**config.mk**
```make
export PLATFORM = sky130hd
export DESIGN_NAME = spi_cfg_slave
export DESIGN_NICKNAME = d
export VERILOG_FILES = /design/src/rtl/spi_cfg_slave.sv
export SDC_FILE = /design/constraint.sdc
export NUM_CORES = 1
export LEC_CHECK = 0
export BUFFER_PORTS_ARGS = -buffer_cell sky130_fd_sc_hd__buf_4
export CAP_MARGIN = 10
export CORE_UTILIZATION = 35
export CTS_BUF_LIST = sky130_fd_sc_hd__clkbuf_8
export DETAILED_ROUTE_END_ITERATION = 6
export HOLD_SLACK_MARGIN = 0.03
export SLEW_MARGIN = 20
export SYNTH_ARGS = -nofsm -noshare
export SYNTH_HDL_FRONTEND = slang
export SYNTH_SLANG_ARGS = --single-unit
```
**constraint.sdc**
```tcl
create_clock -name sys_clk -period 5.8 [get_ports sys_clk]
set_input_delay 1.16 -clock sys_clk [delete_from_list [all_inputs] [get_ports sys_clk]]
set_output_delay 1.16 -clock sys_clk [all_outputs]
set_load 0.01 [all_outputs]
```
**src/rtl/spi_cfg_slave.sv**
```systemverilog
// spi_cfg_slave: SPI mode-0 slave giving a master access to NREG 8-bit configuration registers over 16-bit frames.
// Latency: every action lands 3 sys_clk edges after the pin transition, with +1 cycle of sampling jitter.
// Backpressure: none; the master must keep sys_clk >= 8x sclk and frame each access with cs.
module spi_cfg_slave #(
    parameter int         NREG    = 8,      // 1..128 registers
    parameter logic [7:0] RST_VAL = 8'h00
) (
    input  logic       sys_clk,
    input  logic       rst,
    input  logic       cs,
    input  logic       sclk,
    input  logic       sdin,
    output logic       sdout,
    output logic       wr_pulse,
    output logic [6:0] wr_addr,
    output logic [7:0] wr_data,
    output logic       frame_err
);

    localparam logic [1:0] ST_IDLE    = 2'd0;
    localparam logic [1:0] ST_ADDR    = 2'd1;
    localparam logic [1:0] ST_DATA    = 2'd2;
    localparam logic [1:0] ST_WAIT_CS = 2'd3;

    // Stage [0],[1] form the 2-flop synchronizer; stage [2] is the edge-detect history.
    logic [2:0] cs_sync_q;
    logic [2:0] sclk_sync_q;
    logic [2:0] sdin_sync_q;

    logic       cs_rise;
    logic       cs_fall;
    logic       sclk_rise;
    logic       sclk_fall;
    logic       sdin_smp;

    logic [1:0] state_q,     state_d;
    logic [4:0] bit_cnt_q,   bit_cnt_d;
    logic [7:0] shift_q,     shift_d;
    logic       rw_q,        rw_d;
    logic [6:0] addr_q,      addr_d;
    logic [7:0] rd_buf_q,    rd_buf_d;
    logic       overrun_q,   overrun_d;
    logic       sdout_q,     sdout_d;
    logic       wr_pulse_q,  wr_pulse_d;
    logic       frame_err_q, frame_err_d;
    logic [6:0] wr_addr_q,   wr_addr_d;
    logic [7:0] wr_data_q,   wr_data_d;
    logic [7:0] regs_q [NREG];
    logic [7:0] regs_d [NREG];

    logic [7:0] shift_nxt;
    logic [7:0] rd_val;

    // Synchronize the three asynchronous SPI pins and keep one cycle of history for edges.
    always_ff @(posedge sys_clk or posedge rst) begin
        if (rst) begin
            cs_sync_q   <= 3'b000;
            sclk_sync_q <= 3'b000;
            sdin_sync_q <= 3'b000;
        end else begin
            cs_sync_q   <= {cs_sync_q[1:0],   cs};
            sclk_sync_q <= {sclk_sync_q[1:0], sclk};
            sdin_sync_q <= {sdin_sync_q[1:0], sdin};
        end
    end

    // sdin is taken from the history stage so it reflects the line just before sclk rose.
    assign cs_rise   =  cs_sync_q[1]   & ~cs_sync_q[2];
    assign cs_fall   = ~cs_sync_q[1]   &  cs_sync_q[2];
    assign sclk_rise =  sclk_sync_q[1] & ~sclk_sync_q[2];
    assign sclk_fall = ~sclk_sync_q[1] &  sclk_sync_q[2];
    assign sdin_smp  =  sdin_sync_q[2];

    assign shift_nxt = {shift_q[6:0], sdin_smp};

    // Register lookup for the command byte being completed; unimplemented addresses read as zero.
    always_comb begin
        rd_val = 8'h00;
        for (int i = 0; i < NREG; i++) begin
            if (shift_nxt[6:0] == 7'(i)) begin
                rd_val = regs_q[i];
            end
        end
    end

    // Frame FSM: collect command and data bits, stream read data, commit or reject at cs rise.
    always_comb begin
        state_d     = state_q;
        bit_cnt_d   = bit_cnt_q;
        shift_d     = shift_q;
        rw_d        = rw_q;
        addr_d      = addr_q;
        rd_buf_d    = rd_buf_q;
        overrun_d   = overrun_q;
        sdout_d     = sdout_q;
        wr_pulse_d  = 1'b0;
        frame_err_d = 1'b0;
        wr_addr_d   = wr_addr_q;
        wr_data_d   = wr_data_q;
        regs_d      = regs_q;

        case (state_q)
            ST_IDLE: begin
                sdout_d = 1'b0;
                // An sclk edge coincident with the cs fall is deliberately not counted.
                if (cs_fall) begin
                    state_d   = ST_ADDR;
                    bit_cnt_d = 5'd0;
                    shift_d   = 8'h00;
                    overrun_d = 1'b0;
                    rd_buf_d  = 8'h00;
                end
            end

            ST_ADDR: begin
                if (cs_rise) begin
                    state_d     = ST_IDLE;
                    sdout_d     = 1'b0;
                    frame_err_d = (bit_cnt_q != 5'd0);
                end else if (sclk_rise) begin
                    shift_d   = shift_nxt;
                    bit_cnt_d = bit_cnt_q + 5'd1;
                    if (bit_cnt_q == 5'd7) begin
                        state_d  = ST_DATA;
                        rw_d     = shift_nxt[7];
                        addr_d   = shift_nxt[6:0];
                        // Snapshot the read data now so it is ready for the first falling edge.
                        rd_buf_d = shift_nxt[7] ? rd_val : 8'h00;
                    end
                end
            end

            ST_DATA: begin
                if (cs_rise) begin
                    state_d     = ST_IDLE;
                    sdout_d     = 1'b0;
                    frame_err_d = 1'b1;
                end else if (sclk_rise) begin
                    shift_d   = shift_nxt;
                    bit_cnt_d = bit_cnt_q + 5'd1;
                    if (bit_cnt_q == 5'd15) begin
                        state_d = ST_WAIT_CS;
                    end
                end else if (sclk_fall && rw_q) begin
                    // First fall presents bit7, each later fall presents the next lower bit.
                    sdout_d  = rd_buf_q[7];
                    rd_buf_d = {rd_buf_q[6:0], 1'b0};
                end
            end

            ST_WAIT_CS: begin
                if (cs_rise) begin
                    state_d = ST_IDLE;
                    sdout_d = 1'b0;
                    if (overrun_q) begin
                        frame_err_d = 1'b1;
                    end else if (!rw_q) begin
                        // Out-of-range writes fall through silently.
                        for (int i = 0; i < NREG; i++) begin
                            if (addr_q == 7'(i)) begin
                                regs_d[i]  = shift_q;
                                wr_pulse_d = 1'b1;
                                wr_addr_d  = addr_q;
                                wr_data_d  = shift_q;
                            end
                        end
                    end
                end else if (sclk_rise) begin
                    overrun_d = 1'b1;
                end
            end

            default: begin
                state_d = ST_IDLE;
                sdout_d = 1'b0;
            end
        endcase
    end

    // State, datapath and register-file flops.
    always_ff @(posedge sys_clk or posedge rst) begin
        if (rst) begin
            state_q     <= ST_IDLE;
            bit_cnt_q   <= 5'd0;
            shift_q     <= 8'h00;
            rw_q        <= 1'b0;
            addr_q      <= 7'h00;
            rd_buf_q    <= 8'h00;
            overrun_q   <= 1'b0;
            sdout_q     <= 1'b0;
            wr_pulse_q  <= 1'b0;
            frame_err_q <= 1'b0;
            wr_addr_q   <= 7'h00;
            wr_data_q   <= 8'h00;
            for (int i = 0; i < NREG; i++) begin
                regs_q[i] <= RST_VAL;
            end
        end else begin
            state_q     <= state_d;
            bit_cnt_q   <= bit_cnt_d;
            shift_q     <= shift_d;
            rw_q        <= rw_d;
            addr_q      <= addr_d;
            rd_buf_q    <= rd_buf_d;
            overrun_q   <= overrun_d;
            sdout_q     <= sdout_d;
            wr_pulse_q  <= wr_pulse_d;
            frame_err_q <= frame_err_d;
            wr_addr_q   <= wr_addr_d;
            wr_data_q   <= wr_data_d;
            for (int i = 0; i < NREG; i++) begin
                regs_q[i] <= regs_d[i];
            end
        end
    end

    assign sdout     = sdout_q;
    assign wr_pulse  = wr_pulse_q;
    assign wr_addr   = wr_addr_q;
    assign wr_data   = wr_data_q;
    assign frame_err = frame_err_q;

endmodule

```
### Word level (Yosys, flattened, before mapping)

Index checks and enable logic that the tools add are counted.

* reductions and logical operators: 26
* multiplexer cells: 75
* add/sub/neg operators: 1
* bitwise logic cells: 11
* equal/unequal tests: 38

Operator list (number)
* $mux 8: 26
* $eq 7x3->1 const B: 8
* $mux 7: 8
* $reduce_and 5->1: 9
* $eq 7x2->1 const B: 4
* $pmux 8 s3: 1
* $mux 1: 23
* $ne 2x2->1 const B: 11
* $ne 3x3->1 const B: 6
* $mux 2: 8
* $pmux 8 s2: 1
* $mux 5: 3
* $eq 7x1->1 const B: 2
* $logic_not 7->1: 2
* $reduce_and 4->1: 3
* $pmux 5 s2: 1
* $pmux 2 s4: 1
* $reduce_and 8->1: 1
* $reduce_bool 8->1: 1
* $not 1->1: 7
* $pmux 1 s3: 2
* $reduce_and 6->1: 1
* $add 5x1->5 const B: 1
* $eq 5x3->1 const B: 1
* 13 further kinds: 20

* register bits after elaboration: 123
* output and inout port bits: 18
* word-level logic and storage cells: 174
* input port bits: 5

### Depth between registers and ports, before layout

* depth in word-level cells: 14
* gate-level depth with buffers: 8
* depth with buffers taken out: 7

### Worst setup path before layout

No wires, ideal clock.

* path kind: reg2reg
* from: reg state_q[1]
* to: reg regs_q[16] (netlist name)
* path slack: 3.810 ns
* arrival: 1.865 ns
* path buffers: 0
* library setup time: 0.125 ns
* stages on the path, launching flop included: 8
* path through: dfrtp_1 > ha_1 > and2b_1 > nand4_4 > clkinv_2 > nand2_4 > nor3b_4 > mux2_2

* longest elaborated chain between the ends: 2

RTL lines
* from (decl): line 36 `logic [1:0] state_q, state_d;`
* from (signal assigned): line 199 `state_q <= state_d;`
* $eq 2x2->1: line 102 `case (state_q)`
* $reduce_and 5->1 (no source line)
* to (signal, indexed assignment): line 212 `regs_q[i] <= regs_d[i];`
* to (decl): line 48 `logic [7:0] regs_q [NREG];`

Every way passes these cells.
A chain may end at the register's enable or synchronous reset.

### Final worst setup path

* from: reg bit_cnt_q[0]
* to: reg rd_buf_q[2]

* longest elaborated chain between the ends: 3

RTL lines
* from (decl): line 37 `logic [4:0] bit_cnt_q, bit_cnt_d;`
* from (signal assigned): line 200 `bit_cnt_q <= bit_cnt_d;`
* $eq 5x3->1: line 123 `if (bit_cnt_q == 5'd7) begin`
* $ne 2x2->1 (no source line)
* $reduce_and 8->1 (no source line)
* to (signal assigned): line 204 `rd_buf_q <= rd_buf_d;`
* to (decl): line 41 `logic [7:0] rd_buf_q, rd_buf_d;`

Every way passes these cells.

==> flow_summary.ini <==
[drt]
drt-initial-drc-count = 208
antenna_left = 0
viasPerCell = 5.16
wire_per_inst_microns = 16.5
vias = 3686
firstDrtPassIters = 4
drc = 0
drt_wl_total_microns = 11800

[global_routing]
grtUsageTotal_pct = 15.8
grt_pass1_wl_microns = 19800
grt_pass1_vias = 3769
grt_antenna_before_repair = 0
grt_max_degree = 64
gr-total-overflow = 0

[placement]
io_buffers = 22
globalplace.congestion = 0.758
post-dp-hpwl_microns = 7710
dpl.cell_count = 684
pre_cts_ws_ns = 3.09

[timing]
fin_tns_setup_ns = 0
period_share_pct = 43.9
hold_viol_final = 0
setup_viol_count_final = 0
timing.final.max_slew_violations = 0
fin_skew_ns = 0.0112
slew_headroom_pct = 38.8
rsz0062_at_grt = false
hold_slack_ns = 0.351
max_freq_mhz = 393
period_needed_ns = 2.55
tightest_slew_ns = 0.895
fin_ws_ns = 3.25

[yosys]
synth_top_area_cell = dfrtp_1
ys_warn_count = 0
postSynth.asyncResetShare_pct = 100
synthCells = 473
synth.top_cell.area_share_pct = 55.2
synth_edf_count = 0
syn-cell-area_sq_mm = 0.00558
synth_nets = 485
synth.area.top_cells = dfrtp_1 55%, mux2_2 16%, nand2_1 3.6%, mux2i_1 2.7%, nand3_1 1.8%
ys.flop_type = dfrtp_1
syn_avg_cell_area_sq_um = 11.8
ys_seq_area_share_pct = 55.2
synth_cell_type_count = 52
synth_seq_cells = 123

[finish]
drive_gt1_share_pct = 29.0
n_antenna_cell = 0
layout_commonest_cell = dfrtp_1
layoutNonFillerInstCount = 714
final_cell_mix = 123 x dfrtp_1, 77 x mux2_2, 53 x nand2_1, 26 x buf_4, 20 x nand3_1
area_growth_pct = 14.1
nets = 504

[die]
boundaryPins = 23
placeableCoreArea_sq_mm = 0.0154
dieHeight_microns = 128
die_area_sq_mm = 0.0165
fp-row-count = 45
dieWidth_microns = 128
start_util_pct = 36.3

[worst_setup_path]
critPathRequiredTime_ns = 6.14
crit_path_max_fanout = 11
end_kind = flop
startpoint = bit_cnt_q[0]
cp-start-kind = flop
arrival_ns = 2.88
worstSetupPathType = flop to flop
reg2reg_from = bit_cnt_q[0]

[clocking]
cts_root_buffer = clkbuf_8
cts_buffers = 17
cts_tree = yes
h-tree-depth = 4
cts_sinks = 123
cts_buffer_depth = 2
cts-resized-gates = 0
cts_hold_buffers = 0
post_cts_buffers = 0
clk_latency_ns = 0.43
path_clk_slew_ns = 0.07

[power_and_ir_drop]
swShare_pct = 31.5
power_frac_clock_pct = 35.3
p_sw_uw = 731
p_leak_uw = 0.00306
p_comb_share_pct = 20.8
total_power_uw = 2320
p_seq_share_pct = 43.9
vdd.ir_drop.worst_mv = 0.237
p_int_uw = 1590
p_per_area_mw_per_mm2 = 364

[min_path]
min-delay-start = sdin_sync_q[1]
holdCritPathClass = flop to flop

[run_status]
outcome = complete, no violations

[job]
maxCapViolations = 0
==> power groups by stage <==
stage,logic [uW],clock network (uW),registers [uW]
detailed placement,481,0,1030
floorplan,367,0,985
global route,536,878,1030
CTS,483,837,1010
global placement,473,0,1030
finish,481,819,1020
==> metrics by stage <==
step | cell area (sq um) | utilization [%]
floorplan | 5580 | -
global placement | 5940 | 38.6
detailed placement | 5940 | 38.6
CTS | 6370 | 41.4
global route | 6370 | 41.4
finish | 6370 | 41.4
==> cell type report <==
| type | instances | area, sq um |
|---|---|---|
| Multi-Input combinational cell | 309 | 2340 |
| Fill cell | 1471 | 9000 |
| Tap cell | 211 | 264 |
| Clock inverter | 11 | 168 |
| Sequential cell | 123 | 3080 |
| Inverter | 15 | 60.1 |
| Clock buffer | 19 | 262 |
| Timing Repair Buffer | 26 | 195 |
==> cell usage after synthesis (3+ instances only) <==
| library cell | n |
|---|---|
| buf_2 | 5 |
| nand2_1 | 53 |
| mux2_2 | 77 |
| nor4_1 | 4 |
| nor2_1 | 12 |
| and2_1 | 5 |
| nand2b_1 | 5 |
| o22ai_1 | 5 |
| clkbuf_1 | 19 |
| ha_1 | 7 |
| nor3_1 | 7 |
| inv_1 | 14 |
| mux2i_1 | 15 |
| nand3b_1 | 5 |
| a21oi_1 | 10 |
| a2bb2oi_1 | 3 |
| a211oi_1 | 4 |
| dfrtp_1 | 123 |
| a2111oi_0 | 3 |
| a22oi_1 | 4 |
| a31oi_1 | 3 |
| nor2b_1 | 13 |
| a32oi_1 | 3 |
| nand3_1 | 20 |
| and3_1 | 4 |
| o21ai_0 | 17 |
==> registers in the layout (all words and copies together), names as in the netlist <==
signal,cells
state_q,2
cs_sync_q,3
regs_q,64
sdout,1
wr_data,8
overrun_q,1
sclk_sync_q,3
wr_addr,7
sdin_sync_q,3
frame_err,1
rw_q,1
rd_buf_q,8
shift_q,8
addr_q,7
wr_pulse,1
bit_cnt_q,5
==> worst max-delay path, cell delays in order (launching register included) <==
cell	delay (ns)
dfrtp_1	0.42
ha_1	0.21
and4bb_2	0.28
and4_1	0.49
o2111ai_1	0.42
or2_2	0.46
o21ai_0	0.18
==> cells by family (layout without fill, tap and decap cells) <==
kind of cell,count (synthesis),count (layout),share of synthesized area [%]
compound gates,62,62,7.29
xor+xnor,2,2,0.314
fa+ha+maj,7,7,1.57
buf+inv,41,71,2.89
flops,123,123,55.2
mux,94,94,18.8
simple gates,144,144,13.9
==> final timing paths <==
check,cells after the start,slack [ns],to
setup / recovery,6,3.25,rd_buf_q[2]
hold / removal,0,0.35,sdin_sync_q[2]
setup reg to reg,6,3.25,rd_buf_q[2]
hold reg to reg,0,0.35,sdin_sync_q[2]
max in group asynchronous,3,3.62,regs_q[6]
min in group asynchronous,2,0.87,state_q[1]
==> layer usage <==
metal | up-vias | GRT usage [%] | part of all wire (%)
li1 | 1709 | - | -
met1 | 1882 | 20.8 | 46
met2 | 82 | 24.9 | 48
met3 | 13 | 4.34 | 4.1
met4 | 0 | 5.54 | 1.7
met5 | - | 0 | 0
(Power assumes the default switching activity.)
